[src/rtl/vx_cache_core_rsp_queue.sv]
// Core response queue: FWFT FIFO buffering bank responses for the merge stage.
// Ports: enq_* (valid/ready, per-port pmask/data/idx/tag) in, deq_* out, size, alm_full.
module vx_cache_core_rsp_queue #(
  parameter int NUM_REQS  = 4,
  parameter int NUM_PORTS = 2,
  parameter int WORD_SIZE = 4,
  parameter int TAG_WIDTH = 8,
  parameter int DEPTH     = 4,
  parameter int ALM_FULL  = DEPTH - 1,
  localparam int REQ_SEL_BITS =
    (NUM_REQS > 1) ? $clog2(NUM_REQS) : 1,
  localparam int WORD_WIDTH = WORD_SIZE * 8,
  localparam int SIZE_W = $clog2(DEPTH + 1)
) (
  input  logic clk,
  input  logic reset,

  input  logic enq_valid,
  input  logic [NUM_PORTS-1:0] enq_pmask,
  input  logic [NUM_PORTS*WORD_WIDTH-1:0] enq_data,
  input  logic [NUM_PORTS*REQ_SEL_BITS-1:0] enq_idx,
  input  logic [NUM_PORTS*TAG_WIDTH-1:0] enq_tag,
  output logic enq_ready,

  output logic deq_valid,
  output logic [NUM_PORTS-1:0] deq_pmask,
  output logic [NUM_PORTS*WORD_WIDTH-1:0] deq_data,
  output logic [NUM_PORTS*REQ_SEL_BITS-1:0] deq_idx,
  output logic [NUM_PORTS*TAG_WIDTH-1:0] deq_tag,
  input  logic deq_ready,

  output logic [SIZE_W-1:0] size,
  output logic alm_full
);

  localparam int ADDR_W = (DEPTH > 1) ? $clog2(DEPTH) : 1;
  localparam int DW = NUM_PORTS * WORD_WIDTH;
  localparam int IW = NUM_PORTS * REQ_SEL_BITS;
  localparam int TW = NUM_PORTS * TAG_WIDTH;

  if (DEPTH < 2 || (DEPTH & (DEPTH - 1)) != 0) begin : g_bad_depth
    $error("DEPTH must be a power of 2 and >= 2");
  end

  if (ALM_FULL < 1 || ALM_FULL > DEPTH) begin : g_bad_alm
    $error("ALM_FULL must be in 1..DEPTH");
  end

  logic [NUM_PORTS-1:0] mem_pmask [DEPTH];
  logic [DW-1:0]        mem_data  [DEPTH];
  logic [IW-1:0]        mem_idx   [DEPTH];
  logic [TW-1:0]        mem_tag   [DEPTH];

  logic [ADDR_W-1:0] rd_ptr;
  logic [ADDR_W-1:0] wr_ptr;

  logic full;
  logic empty;
  logic has_data;
  logic push;
  logic pop;

  assign full  = (size == SIZE_W'(DEPTH));
  assign empty = (size == '0);

  assign enq_ready = !full;
  assign deq_valid = !empty;
  assign alm_full  = (size >= SIZE_W'(ALM_FULL));

  // An all-zero mask carries nothing: it is handshaken but dropped.
  if (NUM_PORTS == 1) begin : g_one_port
    assign has_data = 1'b1;
  end else begin : g_multi_port
    assign has_data = |enq_pmask;
  end

  assign push = enq_valid && enq_ready && has_data;
  assign pop  = deq_valid && deq_ready;

  always_ff @(posedge clk or negedge reset) begin
    if (!reset) begin
      rd_ptr <= '0;
      wr_ptr <= '0;
      size   <= '0;
    end else begin
      if (push) wr_ptr <= wr_ptr + 1'b1;
      if (pop)  rd_ptr <= rd_ptr + 1'b1;
      unique case ({push, pop})
        2'b10:   size <= size + 1'b1;
        2'b01:   size <= size - 1'b1;
        default: size <= size;
      endcase
    end
  end

  // Storage is intentionally not reset; occupancy alone defines validity.
  always_ff @(posedge clk) begin
    if (push) begin
      mem_pmask[wr_ptr] <= enq_pmask;
      mem_data[wr_ptr]  <= enq_data;
      mem_idx[wr_ptr]   <= enq_idx;
      mem_tag[wr_ptr]   <= enq_tag;
    end
  end

  assign deq_pmask = mem_pmask[rd_ptr];
  assign deq_data  = mem_data[rd_ptr];
  assign deq_idx   = mem_idx[rd_ptr];
  assign deq_tag   = mem_tag[rd_ptr];

  a_push_full : assert property (
    @(posedge clk) disable iff (!reset)
    !(push && full));

  a_pop_empty : assert property (
    @(posedge clk) disable iff (!reset)
    !(pop && empty));

endmodule

[config.mk]
export PLATFORM = sky130hd
export DESIGN_NAME = vx_cache_core_rsp_queue
export DESIGN_NICKNAME = d
export VERILOG_FILES = /design/src/rtl/vx_cache_core_rsp_queue.sv
export SDC_FILE = /design/constraint.sdc
export NUM_CORES = 1
export LEC_CHECK = 0
export BUFFER_PORTS_ARGS = -buffer_cell sky130_fd_sc_hd__buf_4
export CAP_MARGIN = 15
export CORE_MARGIN = 2
export CORE_UTILIZATION = 55
export CTS_CLUSTER_DIAMETER = 50
export DETAILED_ROUTE_END_ITERATION = 10
export HOLD_SLACK_MARGIN = 0.12
export PLACE_DENSITY = 0.75
export SYNTH_ARGS = -nofsm -noshare
export SYNTH_HDL_FRONTEND = slang
export SYNTH_SLANG_ARGS = --single-unit
[constraint.sdc]
create_clock -name clk -period 9.3 [get_ports clk]
set_input_delay 0.465 -clock clk [delete_from_list [all_inputs] [get_ports clk]]
set_output_delay 0.465 -clock clk [all_outputs]
set_load 0.03 [all_outputs]
Word-level counts from Yosys, hierarchy flattened
Memories as Yosys holds them, arrays and structs flattened.
Cells that the tools add are included.
{"block": "word_totals", "word_cells": 26, "n_memories": 4, "reg_bits": 7, "output_inout_bits": 92, "inputBits": 90, "ramBits": 344}
{"block": "classes", "order_cmp": 1, "muxes": 3, "addsub": 4, "reduce_logical": 8, "eq_ne": 3}
{"name": "mem_data", "depth": 4, "width": 64, "read_ports": 1, "rd_clocked_by_memory_dff": 0, "write_ports": 1, "line_no": "50", "text": "logic [DW-1:0] mem_data [DEPTH];"}
{"name": "mem_tag", "depth": 4, "width": 16, "read_ports": 1, "rd_clocked_by_memory_dff": 0, "write_ports": 1, "line_no": "52", "text": "logic [TW-1:0] mem_tag [DEPTH];"}
{"name": "mem_idx", "depth": 4, "width": 4, "read_ports": 1, "rd_clocked_by_memory_dff": 0, "write_ports": 1, "line_no": "51", "text": "logic [IW-1:0] mem_idx [DEPTH];"}
{"name": "mem_pmask", "depth": 4, "width": 2, "read_ports": 1, "rd_clocked_by_memory_dff": 0, "write_ports": 1, "line_no": "49", "text": "logic [NUM_PORTS-1:0] mem_pmask [DEPTH];"}
{"op": "3-bit one-hot mux with 2 select lines", "n": 1}
{"op": "2-bit by 1-bit adder with 2-bit output (second input constant)", "n": 2}
{"op": "3-bit by 1-bit adder with 3-bit output (second input constant)", "n": 1}
{"op": "3-bit equality test (second input constant)", "n": 1}
{"op": "3-bit by 2-bit >= comparator with 1-bit output (second input constant)", "n": 1}
{"op": "1-bit logical AND", "n": 3}
{"op": "3-bit zero test", "n": 1}
{"op": "3-bit by 1-bit subtractor with 3-bit output (second input constant)", "n": 1}
{"op": "2-bit by 1-bit equality test with 1-bit output (second input constant)", "n": 1}
{"op": "2-bit equality test (second input constant)", "n": 1}
{"op": "1-bit zero test", "n": 2}
{"op": "1-bit two-way mux", "n": 2}
{"op": "2-bit nonzero test", "n": 1}
{"op": "2-bit OR reduction", "n": 1}

Depth between registers and ports, before layout
Gate-level depths: netlist (run 1).
{"block": "logic_depth", "ltp_word": 6, "mapped_depth": 9, "mapped_depth_nobuf": 9}

Least setup slack after synthesis (run 1)
Ideal clock, no wire load.
{"block": "synth_timing", "path_kind": "register to register", "startpoint": "reg size[0]", "endpoint": "mem mem_data[0][0] (netlist bit) (enable)", "synth_period_minus_slack_ns": 3.472, "t_required_ns": 8.846, "setup_ns": 0.454, "n_path_buf": 0, "arrival_time_ns": 3.018, "slack_ns": 5.828, "path_stages_with_launch": 4, "cell_sequence": "dfrtp_1 > nor2_1 > a21oi_2 > and2_1"}
{"block": "synth_via", "elab_chain_cells": 6}
{"element": "start, declared", "line_no": "32", "text": "output logic [SIZE_W-1:0] size,"}
{"element": "start signal, assigned", "line_no": "89", "text": "2'b10: size <= size + 1'b1;"}
{"element": "start signal, assigned", "line_no": "90", "text": "2'b01: size <= size - 1'b1;"}
{"element": "start signal, assigned", "line_no": "91", "text": "default: size <= size;"}
{"element": "3-bit equality test", "line_no": "63", "text": "assign full = (size == SIZE_W'(DEPTH));"}
{"element": "1-bit zero test", "line_no": "66", "text": "assign enq_ready = !full;"}
{"element": "1-bit logical AND (2 in series)", "line_no": "77", "text": "assign push = enq_valid && enq_ready && has_data;"}
{"element": "1-bit two-way mux", "line_no": "98", "text": "if (push) begin"}
{"element": "1-bit two-way mux (implied by the code)", "line_no": "100", "text": "mem_data[wr_ptr] <= enq_data;"}
{"element": "end, declared", "line_no": "50"}
Every way passes these cells.

Worst setup path in the final report (run 1)
{"block": "layout_timing", "startpoint": "reg rd_ptr[0]", "endpoint": "out deq_data[45]"}
{"block": "layout_via", "elab_chain_cells": 1}
{"element": "start, declared", "line_no": "54", "text": "logic [ADDR_W-1:0] rd_ptr;"}
{"element": "start signal, assigned", "line_no": "87", "text": "if (pop) rd_ptr <= rd_ptr + 1'b1;"}
{"element": "memory 4 x 64 bit"}
{"element": "end, declared", "line_no": "27", "text": "output logic [NUM_PORTS*WORD_WIDTH-1:0] deq_data,"}
Every way passes these cells.

==> out/metrics.yaml, run 1 <==
timing:
  finalHoldViolations: 0
  fin_crit_ps: 3670
  drv_slew: 0
  finalCritPeriodShare: 0.394
  tightest_slew_ps: 933
  fmax_mhz: 273
  setup_violations: 0
  worst_slack_ps: 5630
  relSlewSlack: 0.378
  rsz0062_at_grt: "false"
  clock_skew_ps: 18.0
  finalSetupTns_ps: 0
run:
  drv_cap: 0
setup_path:
  r2r_slack_ps: 6620
  end_kind: "output pin"
  reg2reg_depth: 4
  worstPathArrival_ps: 3200
  critPathCapture: "deq_data[45]"
  r2r_start: "size[0]"
  cp.required_ps: 8840
  reg2reg_to: "mem_data[0][54]"
  criticalPathCategory: "register to output pin"
  cp-start-kind: "register"
  path_max_fanout: 47
  setup.worst_path.start: "rd_ptr[0]"
logic_synthesis:
  synth_top_area_frac: 0.805
  synth_nets: 586
  syn_avg_cell_area_um2: 26.2
  yosys-top-cells-area: "edfxtp_1, mux4_2, dfrtp_1"
  yosys_warnings: 0
  netlist_instances: 490
  netlist_area_mm2: 0.0128
  synthFlopType: "edfxtp_1"
  synth_seq_cells: 351
  seq_area_frac_synth: 0.818
  synth-edff-count: 344
  ys_top_cells_by_count: "edfxtp_1, mux4_2, buf_2, dfrtp_1, inv_1"
  synth.distinct_cells: 24
  yosysMostFrequentCell: "edfxtp_1"
  ys_async_sr_fraction: 0.0199
  yosysTopAreaCell: "edfxtp_1"
power_and_ir_drop:
  p_total_uw: 5270
  power.leakage_uw: 0.00535
  irDropWorstVdd_mv: 0.248
  cellPowerDensity_mw_per_mm2: 338
detailed_routing:
  vias: 5738
  postRouteAntennaNets: 0
  drt-initial-drc-count: 318
  via_per_inst: 5.55
  wl_per_cell_um: 22.4
  routed_wl_mm: 23.2
  drcViolationCount: 0
  firstDrtPassIters: 4
floorplanning:
  start_util: 0.564
  fp.dieH_um: 157
  io_pins: 182
  die_area_mm2: 0.0246
  rows: 55
  core_area_mm2: 0.0228
  fp.dieW_um: 157
clocking:
  cts_root_buf: "clkbuf_16"
  postCtsSetupBuffers: 0
  cts-htree-levels: 2
  cts_tree: "done"
  insertion_delay_ps: 510
  cts_sinks: 351
  clock_path_buffers: 3
  cts_made_buffers: 36
  clk_pin_slew_worst_paths_ps: 60
global_routing:
  track_usage: 0.193
  grt_pass1_wl_mm: 35.0
  grt_start_max_net_pins: 63
  grt_antenna_before_repair: 0
  grt_overflow_total: 0
  grt_pass1_vias: 6155
place:
  dp_hpwl_mm: 13.8
  io_buffers: 181
  gp_congestion: 0.716
  dp_slack_ps: 6000
min_path:
  hp-class: "input port to register"
cells_and_area:
  drive_gt1_frac: 0.457
  nNetsFinal: 792
  area_growth_pct: 21.6
  antenna_cells: 0
  fill_cells: 1387
run_status:
  status: "finished, final reports clean"
==> stage by stage <==
stage          instances   util  hold WS (ps)  area (um2)
2_1_floorplan        490      -           169       12800
3_3_place_gp         970  0.637           281       14500
3_5_place_dp         970  0.637           285       14500
4_1_cts             1033  0.685           143       15600
5_1_grt             1033  0.685           140       15600
6_report            1033  0.685           158       15600
==> cells by family after synthesis <==
family                   after synthesis  synth area share
buffers and inverters                 26            0.0129
AND/OR/NAND/NOR                        9           0.00361
multiplexers                          88             0.153
adder cells (fa/ha/maj)                6           0.00643
AO/OA/AOI/OAI                          4           0.00234
XOR/XNOR                               6           0.00409
flip-flops                           351             0.818
==> power breakdown <==
part / internal (uW) / switching, uW / total (uW)
Clock: 781 / 548 / 1330
Sequential: 2020 / 140 / 2160
Combinational: 747 / 1040 / 1780
Total: 3540 / 1720 / 5270
==> state kept, by name, indices dropped and copies added, names as in the netlist <==
name / count
mem_data: 256
mem_idx: 16
mem_pmask: 8
mem_tag: 64
rd_ptr: 2
size: 3
wr_ptr: 2
==> how the worst min path moves through the flow <==
stage | start | to | slack, ps | cells past startpoint
floorplan | reset | rd_ptr[0] | 170 | 0
finish | enq_data[5] | mem_data[0][5] | 160 | 1
CTS | enq_data[47] | mem_data[3][47] | 140 | 1
global placement | reset | size[2] | 280 | 1
detailed placement | reset | size[1] | 290 | 1
global route | enq_data[22] | mem_data[3][22] | 140 | 1
==> layout make-up <==
type                    count  area [um2]  area share
flip-flops and latches    351       10500       0.674
well taps                 313         392      0.0251
clock buffers              44         952      0.0610
multi-input cells         113        2180       0.140
clock inverters            18         135     0.00866
inverters                   6        22.5     0.00144
repair buffers            188        1410      0.0906
==> layer usage <==
layer  vias to the layer above  routed length [um]  share of wire  global-route usage
met5                         -                   0              0                   0
met4                         0                 378          0.016              0.0537
met3                        31                1510          0.065              0.0424
met2                       206               12300           0.53               0.338
met1                      2996                9000           0.39               0.247
li1                       2505                   -              -                   -
==> what timing repair did <==
action / 4_1_cts / 5_1_grt
hold buffers: 1 / 0
setup endpoints to repair: 0 / 0
resized for setup: 0 / 0
hold endpoints to repair: 7 / 0
==> worst max-delay path: stages (launching register included) <==
cell and delay, ps:
dfrtp_4 980, buf_4 870, mux4_2 640, buf_4 190
==> layout by cell type, fill, tap and decap left out, types with 2 or more instances in the layout <==
| master | n |
|---|---|
| clkinv_2 | 8 |
| clkbuf_1 | 7 |
| buf_4 | 187 |
| xor2_1 | 3 |
| clkbuf_16 | 37 |
| inv_1 | 6 |
| nor2_1 | 2 |
| bufinv_16 | 2 |
| edfxtp_1 | 344 |
| dfrtp_4 | 2 |
| clkinv_1 | 7 |
| mux4_2 | 86 |
| nand2_1 | 2 |
| dfrtp_1 | 5 |
| ha_1 | 5 |
| and2_4 | 4 |
| xnor2_1 | 3 |
Note: power is estimated with default switching activity, not from simulation.
==> run 2: changes to the inputs <==
ABC_AREA = 1   (was default)
PLACE_DENSITY = 0.74   (was 0.75)
clock period = 3.8 ns   (was 9.3 ns; I/O delays follow)
==> run 2 against run 1 <==
Net effect:
- largest power group is now combinational cells
- critical path depth up 3
- sequential share of layout area is 7.8 points lower
- non-clock buffer count is 96 higher
- synthesized area rose by 9.3%
- register-to-register slack got worse by 5300 ps
- first-iteration DRC count up 85%
- clock skew down 3.6 ps
- global-route usage up 1.8 points
- sequential power grew 130%
==> out/metrics.yaml, run 2 <==
run_status:
  status: "finished, final reports clean"
clocking:
  cts_made_buffers: 36
  cts_root_buf: "clkbuf_16"
  clk_pin_slew_worst_paths_ps: 60
  post_cts_resized: 0
  cts-htree-levels: 2
  clock_path_buffers: 3
  cts_tree: "done"
  hold_buffers: 90
  postCtsSetupBuffers: 0
  insertion_delay_ps: 500
  cts_sinks: 351
power_and_ir_drop:
  netSwitchingPower_uw: 5390
  pwr-share-seq: 0.363
  clockPowerShare: 0.227
  pwr-share-comb: 0.410
  power.leakage_uw: 0.00713
  cellPowerDensity_mw_per_mm2: 789
  p_int_uw: 8520
  irDropWorstVdd_mv: 0.536
  sw_frac_of_total: 0.387
cells_and_area:
  fin_area_mm2: 0.0176
  largest_register_ffs: 256
  area_growth_pct: 25.7
  fill_cells: 1682
  antenna_cells: 0
  drive_gt1_frac: 0.183
  nNetsFinal: 1428
  mostFrequentLayoutCells: "edfxtp_1, nand2_1, buf_4"
  layout.cells.most_common: "edfxtp_1"
  seqCellArea_mm2: 0.0105
  reg_top3: "mem_data: 256 flops, mem_tag: 64 flops, mem_idx: 16 flops"
  top_register: "mem_data"
  multi_input_area_mm2: 0.00252
timing:
  finalSetupTns_ps: 0
  fin_crit_ps: 2760
  fmax_mhz: 362
  rsz0062_at_grt: "false"
  finalHoldViolations: 0
  setup_violations: 0
  clock_skew_ps: 14.4
  tightest_slew_ps: 1080
  drv_slew: 0
  finalCritPeriodShare: 0.726
  relSlewSlack: 0.280
  whs_ps: 426
place:
  io_buffers: 181
  dp_hpwl_mm: 16.0
  place_area_mm2: 0.0157
  gp_congestion: 0.718
floorplanning:
  fp.dieW_um: 164
  io_pins: 182
  die_area_mm2: 0.0268
  start_util: 0.559
  fp.dieH_um: 164
  rows: 58
  core_area_mm2: 0.0251
global_routing:
  grt_overflow_total: 0
  track_usage: 0.211
  grt_start_max_net_pins: 164
  grt_antenna_before_repair: 0
  grt_pass1_wl_mm: 43.8
  grt_pass1_vias: 8529
setup_path:
  cp.required_ps: 3610
  cp-start-kind: "register"
  criticalPathCategory: "register to output pin"
  path_max_fanout: 163
  end_kind: "output pin"
  worstPathArrival_ps: 2570
detailed_routing:
  drcViolationCount: 0
  routed_wl_mm: 28.1
  wl_per_cell_um: 16.6
  postRouteAntennaNets: 0
  via_per_inst: 5.15
  drt-initial-drc-count: 588
  firstDrtPassIters: 5
  vias: 8686
logic_synthesis:
  synth_nets: 1163
  seq_area_frac_synth: 0.749
  syn_avg_cell_area_um2: 13.2
  ys_async_sr_fraction: 0.0199
  yosysTopAreaCell: "edfxtp_1"
  synth_top_area_frac: 0.736
  synthFlopType: "edfxtp_1"
  synth-edff-count: 344
  synth.distinct_cells: 17
  yosys-top-cells-area: "edfxtp_1, o211ai_1, nand2_1"
  yosys_warnings: 0
  ys_top_cells_by_count: "edfxtp_1, nand2_1, inv_1, o211ai_1, clkbuf_1"
  netlist_area_mm2: 0.0140
  synth_seq_cells: 351
  netlist_instances: 1067
  yosysMostFrequentCell: "edfxtp_1"
min_path:
  hp-class: "input port to register"
run:
  drv_cap: 0
## run 2: final timing paths
check,startpoint,to,slack [ps],cells past startpoint
worst max-delay path,rd_ptr[0],deq_tag[1],1040,6
worst min-delay path,enq_tag[7],mem_tag[3][7],430,2
worst max register to register,size[1],mem_data[0][12],1360,5
worst min register to register,size[0],size[0],520,1
max in group asynchronous,reset,rd_ptr[1],2830,3
min in group asynchronous,reset,wr_ptr[1],690,3
## run 2: area by class of cell
cell class | count | area share
inverter | 189 | 0.0407
multi-input combinational | 470 | 0.143
timing repair buffer | 284 | 0.137
sequential | 351 | 0.596
clock inverter | 15 | 0.00475
clock buffer | 48 | 0.0554
tap | 330 | 0.0234
## run 2: stage by stage
step	power, uW	cells	util	worst slack, ps
detailed placement	10800	1534	0.624	1320
global placement	10700	1534	0.624	1390
global route	14700	1687	0.703	818
finish	13900	1687	0.703	1040
floorplan	8910	1067	-	-177
CTS	14000	1687	0.703	1020
## run 2: kinds of logic (layout without fill, tap and decap cells)
kind of cell	after synthesis	after routing	synth area share
xor gates and xnor gates	1	1	0.000624
and+or+nand+nor	289	289	0.0781
DFF	351	351	0.749
AOI/OAI and AO/OA	174	174	0.0927
buffers and inverters	246	536	0.0741
adders and majority gates	6	6	0.00588
## run 2: layer usage
layer | global-route usage | routed length [um] | vias up
met5 | 0 | 0 | -
met4 | 0.0618 | 610 | 0
met3 | 0.0449 | 1890 | 42
met2 | 0.358 | 13900 | 260
met1 | 0.278 | 11700 | 4132
li1 | - | - | 4252
## run 2: power by group through the flow
| stage | combinational (uW) | clock [uW] | sequential [uW] |
|---|---|---|---|
| 2_1_floorplan | 3760 | 0 | 5150 |
| 3_3_place_gp | 5570 | 0 | 5100 |
| 3_5_place_dp | 5660 | 0 | 5120 |
| 4_1_cts | 5770 | 3220 | 5050 |
| 5_1_grt | 6190 | 3380 | 5090 |
| 6_report | 5710 | 3160 | 5050 |
## run 2: worst max-delay path: stages (launching register included)
cell and delay, ps:
dfrtp_1 450, inv_8 630, buf_4 470, nand2_1 100, o211ai_1 110, nand2_1 100
buf_4 180
